<file path="src/rtl/instr_fetch_pkg.sv">
// Shared types and constants for the instruction fetch/store block.
package instr_fetch_pkg;

   typedef enum logic [1:0] {
      IDLE = 2'd0,
      LOAD = 2'd1,
      RUN  = 2'd2
   } state_t;

   // Jump with offset code 11: parks the core in place.
   localparam logic [7:0] HALT_OPCODE = 8'hFF;

   localparam logic [1:0] OP_ADD   = 2'b00;
   localparam logic [1:0] OP_LOAD  = 2'b01;
   localparam logic [1:0] OP_STORE = 2'b10;
   localparam logic [1:0] OP_JUMP  = 2'b11;

endpackage

</file>
<file path="src/rtl/instr_fetch_store_ram.sv">
// Instruction RAM: DEPTH x 8, one synchronous write port, one registered read port.
module instr_ram #(
   parameter int unsigned DEPTH = 256,
   parameter int unsigned IDX_W = 8
) (
   input  logic             CLK,
   input  logic             wr_en,
   input  logic [IDX_W-1:0] wr_addr,
   input  logic [7:0]       wr_data,
   input  logic [IDX_W-1:0] rd_addr,
   output logic [7:0]       rd_data
);

   logic [7:0] mem [DEPTH];

   always_ff @(posedge CLK) begin
      if (wr_en) begin
         mem[wr_addr] <= wr_data;
      end
      rd_data <= mem[rd_addr];
   end

endmodule

</file>
<file path="src/rtl/instr_fetch_store.sv">
// Program store and fetch stage: byte-stream loader plus registered fetch with HALT fill.
// Optional macro LOAD_CHECKSUM_EN adds the load_checksum output.
module instr_fetch_store
   import instr_fetch_pkg::state_t;
   import instr_fetch_pkg::IDLE;
   import instr_fetch_pkg::LOAD;
   import instr_fetch_pkg::RUN;
#(
   parameter int unsigned DEPTH       = 256,
   parameter int unsigned ADDR_W      = 8,
   parameter logic [7:0]  HALT_OPCODE = instr_fetch_pkg::HALT_OPCODE
) (
   input  logic              CLK,
   input  logic              reset,
   input  logic              prog_mode,
   input  logic              prog_valid,
   input  logic [7:0]        prog_data,
   output logic              prog_ready,
   output logic              prog_overflow,
`ifdef LOAD_CHECKSUM_EN
   output logic [7:0]        load_checksum,
`endif
   output logic [ADDR_W:0]   program_len,
   input  logic [ADDR_W-1:0] readingAddress,
   output logic [7:0]        instruction,
   output logic              instr_valid
);

   localparam int unsigned PTR_W = ADDR_W + 1;
   localparam int unsigned IDX_W = $clog2(DEPTH);

   state_t             state;
   logic [PTR_W-1:0]   wr_ptr;
   logic               hit_q;
   logic [7:0]         ram_rdata;
   logic               accept;
   logic               full_offer;
   logic               enter_load;
   logic               fetch_run;
   logic               fetch_hit;

   assign prog_ready = (state == LOAD) && prog_mode && (wr_ptr < PTR_W'(DEPTH));
   assign accept     = prog_ready && prog_valid;
   assign full_offer = (state == LOAD) && prog_mode && prog_valid && (wr_ptr == PTR_W'(DEPTH));
   assign enter_load = (state != LOAD) && prog_mode;
   // Fetch only when RUN continues past this edge, so leaving RUN shows HALT immediately.
   assign fetch_run  = (state == RUN) && !prog_mode;
   assign fetch_hit  = fetch_run && ({1'b0, readingAddress} < program_len);

   assign instruction = hit_q ? ram_rdata : HALT_OPCODE;

   always_ff @(posedge CLK) begin
      if (reset) begin
         state         <= IDLE;
         wr_ptr        <= '0;
         program_len   <= '0;
         prog_overflow <= 1'b0;
         hit_q         <= 1'b0;
         instr_valid   <= 1'b0;
      end else begin
         hit_q       <= fetch_hit;
         instr_valid <= fetch_run;
         case (state)
            IDLE:    state <= prog_mode ? LOAD : RUN;
            LOAD: begin
               if (!prog_mode) begin
                  state       <= RUN;
                  program_len <= wr_ptr;
               end
            end
            RUN:     if (prog_mode) state <= LOAD;
            default: state <= IDLE;
         endcase
         if (enter_load) begin
            wr_ptr        <= '0;
            prog_overflow <= 1'b0;
         end else begin
            if (accept)     wr_ptr        <= wr_ptr + PTR_W'(1);
            if (full_offer) prog_overflow <= 1'b1;
         end
      end
   end

`ifdef LOAD_CHECKSUM_EN
   always_ff @(posedge CLK) begin
      if (reset)           load_checksum <= 8'h00;
      else if (enter_load) load_checksum <= 8'h00;
      else if (accept)     load_checksum <= load_checksum ^ prog_data;
   end
`endif

   instr_ram #(
      .DEPTH (DEPTH),
      .IDX_W (IDX_W)
   ) u_ram (
      .CLK     (CLK),
      .wr_en   (accept),
      .wr_addr (wr_ptr[IDX_W-1:0]),
      .wr_data (prog_data),
      .rd_addr (readingAddress[IDX_W-1:0]),
      .rd_data (ram_rdata)
   );

endmodule

</file>
<file path="config.mk">
export PLATFORM = sky130hd
export DESIGN_NAME = instr_fetch_store
export DESIGN_NICKNAME = d
export VERILOG_FILES = /design/src/rtl/instr_fetch_pkg.sv /design/src/rtl/instr_fetch_store_ram.sv /design/src/rtl/instr_fetch_store.sv
export SDC_FILE = /design/constraint.sdc
export NUM_CORES = 2
export LEC_CHECK = 0
export BUFFER_PORTS_ARGS = -buffer_cell sky130_fd_sc_hd__buf_2
export CORE_ASPECT_RATIO = 1.2
export CORE_MARGIN = 2
export CORE_UTILIZATION = 59
export CTS_BUF_LIST = sky130_fd_sc_hd__clkbuf_8
export CTS_CLUSTER_SIZE = 8
export DETAILED_ROUTE_END_ITERATION = 8
export PLACE_DENSITY = 0.78
export SYNTH_ARGS = -nofsm -noshare
export SYNTH_HDL_FRONTEND = slang
export SYNTH_SLANG_ARGS = --single-unit
export TNS_END_PERCENT = 20
</file>
<file path="constraint.sdc">
create_clock -name CLK -period 2.31 [get_ports CLK]
set_input_delay 0.3465 -clock CLK [delete_from_list [all_inputs] [get_ports CLK]]
set_output_delay 0.3465 -clock CLK [all_outputs]
set_load 0.03 [all_outputs]
</file>
* Word-level counts from Yosys, hierarchy flattened
Memories as Yosys holds them, arrays and structs flattened. A register that Yosys moved wholly into a read port is not among the register bits.
Cells that the tools add are included.
** Storage, ports and cells
- Register bits :: 23
- Bits in writable memories :: 2048
- Input port bits :: 20
- Output and inout bits :: 20
- Word-level logic and storage cells :: 37
- Memories :: 1
** Operators by class
- $add $sub $neg :: 1
- Magnitude comparators :: 2
- Equality and inequality tests :: 6
- Multiplexer cells :: 7
- Bitwise operators :: 1
- Reductions and logical operators :: 13
** Memory list
- u_ram.mem :: depth 256, width 8, rd ports 1, clocked after Yosys merged registers in 1, write ports 1, RTL line instr_fetch_store_ram.sv:14 : logic [7:0] mem [DEPTH];
** Operators by type and width (count)
- $add A9 B1 Y9 const B :: 1
- $eq A9 B9 Y1 const B :: 1
- $lt A8 B9 Y1 :: 1
- $lt A9 B9 Y1 const B :: 1
- $logic_and A1 B1 Y1 :: 8
- $mux W8 :: 1
- $mux W2 :: 3
- $pmux W2 S3 :: 1
- $ne A2 B2 Y1 const B :: 2
- $reduce_and A2 Y1 :: 2
- $eq A2 B1 Y1 const B :: 1
- $eq A2 B2 Y1 const B :: 1
- $logic_not A2 Y1 :: 1
- $mux W1 :: 2
- $ne A2 B1 Y1 const B :: 1
- $reduce_or A2 Y1 :: 1
- $logic_not A1 Y1 :: 1
- $not A1 Y1 :: 1

* Longest topological paths before layout
- Word-level depth :: 6
- Gate-level depth with buffers :: 11
- Depth with buffers taken out :: 8

* By module
A second synthesis with hierarchy kept.
** Second synthesis, totals
- Cells, all modules :: 3866
- Area total of the unflattened synthesis :: 80757.5 µm²
** Modules (own cells, without submodules)
- instr_ram :: times used 1, cells an instance 3733, area each 79556.3 µm², sequential area each 61659.1 µm²
- instr_fetch_store :: times used 1, cells an instance 133, area each 1201.2 µm², sequential area each 460.4 µm²

* Least setup slack after synthesis
OpenSTA, ideal clock, no wires.
- Kind :: input -> register
- Start :: in prog_mode
- End :: mem u_ram.mem[219][0], enable pin
- Library setup time :: 0.370 ns
- Arrival time :: 2.248 ns
- Slack :: -0.309 ns
- Stages on the path :: 8
- Path buffers :: 4
- Path through :: buf_2 -> and4bb_2 -> and2_1 -> clkbuf_1 -> buf_2 -> nand4b_1 -> clkbuf_1 -> nor2_1
** Between the ends
- Longest elaborated chain between the ends :: 5
** RTL lines
- start: declaration :: RTL line instr_fetch_store.sv:15 : input logic prog_mode,
- $logic_and A1 B1 Y1 (2 in series) :: RTL line instr_fetch_store.sv:42 : assign prog_ready = (state == LOAD) && prog_mode && (wr_ptr < PTR_W'(DEPTH));
- named net prog_ready :: RTL line instr_fetch_store.sv:18 : output logic prog_ready,
- $logic_and A1 B1 Y1 :: RTL line instr_fetch_store.sv:43 : assign accept = prog_ready && prog_valid;
- $mux W1 :: RTL line instr_fetch_store_ram.sv:17 : if (wr_en) begin
- $mux W1 (implied by the code) :: RTL line instr_fetch_store_ram.sv:18 : mem[wr_addr] <= wr_data;
- end: declaration :: RTL line instr_fetch_store_ram.sv:14
The timed path passes the listed nets, and every way through them passes these cells.

* Worst setup path in the final report
- Start :: reg state[1]
- End :: out prog_ready
** Between the ends
- Longest elaborated chain between the ends :: 3
** RTL lines
- start: declaration :: RTL line instr_fetch_store.sv:32 : state_t state;
- start signal: assignment :: RTL line instr_fetch_store.sv:64 : IDLE: state <= prog_mode ? LOAD : RUN;
- $eq A2 B1 Y1 :: RTL line instr_fetch_store.sv:42
- $logic_and A1 B1 Y1 (2 in series) :: RTL line instr_fetch_store.sv:42
- end: declaration :: RTL line instr_fetch_store.sv:18
No other way between the ends.

==> metrics.txt <==
layout net count 4554; dominant register cell in the synthesized netlist edfxtp_1; Register-to-Register Setup Slack roughly 0.04 ns; internal power summed over all cells ~56 mW; total I/O pin count 40; number of rows in the core area 148; leftover overflow at the end of global routing 0; total of buffers placed on input and output ports 39; clk sinks between 2000 and 2500; worst clock skew about 0.09 ns; all-layer global routing usage between 20% and 30%; leakage power figure 30.32 nW; actual slew at the worst max-slew pin between 1 and 1.5 ns; total length of routed met3 wires just under 20000 um; sum of buffers and inverters on the critical path 2; ordered cell list for the critical path and4bb_4 -> buf_6 -> buf_12; delay contributed by the slowest stage of the critical path roughly 0.34 ns; count of final setup violators 0; worst r2r dst u_ram.rd_data[7]$_DFF_P_; switching share of total power 21.44%; die area 0.1389 sq mm; Initial DRC Count 5010; Routed WL per cell 30.85 um; unrepaired setup endpoints after global routing true; combinational share of power 5.4%; count of flip-flops with a built-in enable after synthesis around 2000; clock slew seen by the registers of the worst setup and hold paths 0.06 ns; root buffer selected by CTS clkbuf_8; Worst slew margin ~31%; Async S/R FF share, synth 0%; clock network power share 36.6%; Tot Pwr 71.58 mW; endpoint type of the worst setup path output pin; worst-path fanout max 5; library cell contributing the largest single delay on the critical path dfxtp_1; shortest clock period the worst path allows after layout 2.296 ns; area of the core approximately 0.14 sq mm; ANT nets after route 0; synth-to-layout area growth 17.37%; Final period util 99.37%; Final HPWL DP 130400 um; result of the run finished, final reports clean; deepest level of the CTS H-tree 5; data required time of the critical path 1.96 ns; Syn. warnings 0; top cell family by delay on the critical path flip-flops; count of distinct cell types in the synthesized netlist 52; fraction of layout instances using a drive strength above 1 36.53%; top cells by area in the synthesized netlist edfxtp_1, mux4_2, nor2_1; post-layout instance count excluding filler cells ~6500; final routed DRC violation total 0; total routed wirelength approximately 200000 um; max capacitance violation total 0; final hold violation count 0; Net Count, Synth 3789; total standard cell area after synthesis 0.08018 sq mm; number of instances in the synthesized netlist approximately 3800; die boundary height 407.8 um; post-synthesis sequential area ratio 77.47%; first-pass GRT wire length approximately 290000 um; uppermost routed layer met5; most area-hungry cell type in the Yosys netlist edfxtp_1; largest vdd supply drop approximately 0.66 mV; number of cells in the design after placement 5981; Pre-Repair DR Iteration Count 5; average vias per placed instance 6.526; Routed met1 length around 70000 um; Slew Limit Fails 0; DR vias ~42000; via count of the first global-routing pass 43690; power share of the sequential group 58.0%; switching power of the nets about 15 mW; Hold Path Depth 6; RePlAce Congestion roughly 0.9; Critical Path AT 1.95 ns; start of the worst register-to-register path u_ram.mem[154][7]$_DFFE_PP_; clock tree from TritonCTS done; hold_sp readingAddress[7]; effective utilization at floorplan between 50% and 60%; number of antenna violations at the first check in global routing 8; routed wl met2 98300 um; Pwr per Cell Area approximately 760 mW/mm^2; clock latency of the later-clocked register in the worst-skew pair 1.06 ns; die width between 300 and 400 um; top-area cell type share of the netlist area 76.70%; per-instance average area after synthesis 21.34 sq um; number of cells on the worst reg-to-reg path 8; Startpoint Class flop; flip-flop and latch count after synthesis 2079; worst setup path category reg -> out; kind of path behind the tightest hold check in -> reg; largest net degree at the start of global routing 92; f_max 0.4356 GHz; end point of the worst hold path hit_q$_SDFF_PP0_; maximum clock path buffer count 4; Inserted Clock Buffers 325
## synth_stat cells (31+ instances only)
library cell and number:
a211oi_1 38, nor2_1 313, mux4_2 476, nand2_1 59, buf_2 60, o22ai_1 103, a21oi_1 46, mux2i_1 105
edfxtp_1 2048, a22oi_1 50, buf_6 37, clkbuf_1 97, a22o_1 34, dfxtp_1 31
## power by group through the flow
stage / Combinational, mW / Sequential, mW / Clock (mW)
after floorplan: 1.81 / 42.3 / 0
after global placement: 3.71 / 42.3 / 0
after detailed placement: 3.80 / 42.3 / 0
after CTS: 3.85 / 41.5 / 26.5
after global routing: 4.05 / 41.5 / 28.0
final: 3.88 / 41.5 / 26.2
## logic make-up (layout without fill, tap and decap cells)
logic type,count (synthesis),in the layout,share of synthesized area [%]
and+or+nand+nor,490,490,2.665
xor gates and xnor gates,6,6,0.06554
buffers and inverters,237,1127,1.773
muxes,599,599,14.95
other,0,3,0
DFF,2079,2079,77.47
adders and majority gates,11,11,0.1716
AOI/OAI and AO/OA,336,336,2.902
## sequential cells by signal, summed over array words and instances (netlist names)
signal / count
u_ram.mem: 2048
program_len: 9
wr_ptr: 9
u_ram.rd_data: 8
state: 2
hit_q: 1
instr_valid: 1
prog_overflow: 1
## per-stage QoR
| step | hold slack [ns] | setup TNS, ns | utilization [%] | cell area [sq um] | setup slack [ns] |
|---|---|---|---|---|---|
| floorplan | 0.4437 | -5.900 | - | 81350 | -0.1181 |
| global placement | 0.5000 | -8.869 | 65.58 | 88650 | -1.509 |
| detailed placement | 0.5087 | -9.533 | 65.60 | 88680 | -0.9552 |
| CTS | 0.05912 | -0.06321 | 69.53 | 93980 | -0.06321 |
| global route | 0.1691 | -0.1355 | 69.62 | 94110 | -0.08967 |
| finish | 0.1726 | 0 | 69.62 | 94110 | 0.01449 |
## tightest hold or removal path, cell delays in order
cell	delay (ns)
buf_2	0.20
ha_1	0.21
nor2_1	0.05
nand2_1	0.05
o21ai_0	0.07
buf_4	0.20
## worst max path at each step
stage | start | to | depth (start not counted)
6_report | state[1]$_SDFFE_PP0P_ | prog_ready | 3
5_1_grt | u_ram.mem[155][7]$_DFFE_PP_ | u_ram.rd_data[7]$_DFF_P_ | 8
4_1_cts | wr_ptr[8]$_SDFFE_PP0P_ | prog_ready | 3
3_5_place_dp | readingAddress[0] | u_ram.rd_data[5]$_DFF_P_ | 10
3_3_place_gp | readingAddress[2] | u_ram.rd_data[3]$_DFF_P_ | 10
2_1_floorplan | wr_ptr[5]$_SDFFE_PP0P_ | u_ram.mem[161][0]$_DFFE_PP_ | 5
## timing repair
item                                    4_1_cts  5_1_grt
hold buffers                                 12        0
pin swaps                                     1        0
gates cloned                                  0        1
endpoints found under the setup margin       66      133
setup buffers                                 0        2
resized for setup                            22       16
endpoints found under the hold margin       442        0
## layout by cell type (no fill, tap or decap), types with 8 or more instances in the layout
| cell type | synthesis | layout |
|---|---|---|
| o22ai_1 | 103 | 101 |
| mux2i_1 | 105 | 105 |
| a21oi_1 | 46 | 46 |
| nand3_1 | 22 | 14 |
| a31oi_1 | 13 | 11 |
| nor3_2 | 2 | 8 |
| mux4_2 | 476 | 476 |
| a211oi_1 | 38 | 37 |
| nor2b_1 | 19 | 16 |
| a22o_1 | 34 | 34 |
| nor2_2 | 0 | 14 |
| dlygate4sd3_1 | 0 | 12 |
| nor2_4 | 0 | 142 |
| buf_2 | 60 | 27 |
| nand4_1 | 12 | 12 |
| nand2b_1 | 15 | 15 |
| buf_4 | 17 | 487 |
| dfxtp_1 | 31 | 27 |
| clkinv_1 | 0 | 24 |
| o221ai_1 | 16 | 16 |
| o21ai_0 | 12 | 12 |
| nand2_1 | 59 | 50 |
| mux2_2 | 17 | 17 |
| clkbuf_8 | 0 | 341 |
| nor2_1 | 313 | 157 |
| a221oi_1 | 17 | 11 |
| buf_12 | 7 | 125 |
| inv_1 | 11 | 95 |
| ha_1 | 11 | 11 |
| nor4_1 | 15 | 13 |
| nand3_2 | 0 | 8 |
| a22oi_1 | 50 | 50 |
| nand2_2 | 0 | 8 |
| edfxtp_1 | 2048 | 2048 |
## per-layer routing
layer  track usage, %  vias to the layer above
met1            37.33                    21890
met3            6.634                      517
li1                 -                    17210
met5                0                        -
met4            15.02                        8
met2            46.47                     2476
## cell type report
type | count | area, sq um
clock inverter | 119 | 508.0
inverter | 11 | 41.29
fill | 7776 | 41070
multi-input combinational | 1442 | 17990
sequential | 2079 | 62120
antenna | 3 | 7.507
tap | 1800 | 2252
clock buffer | 333 | 4583
timing repair buffer | 664 | 6601
(Power assumes the default switching activity.)
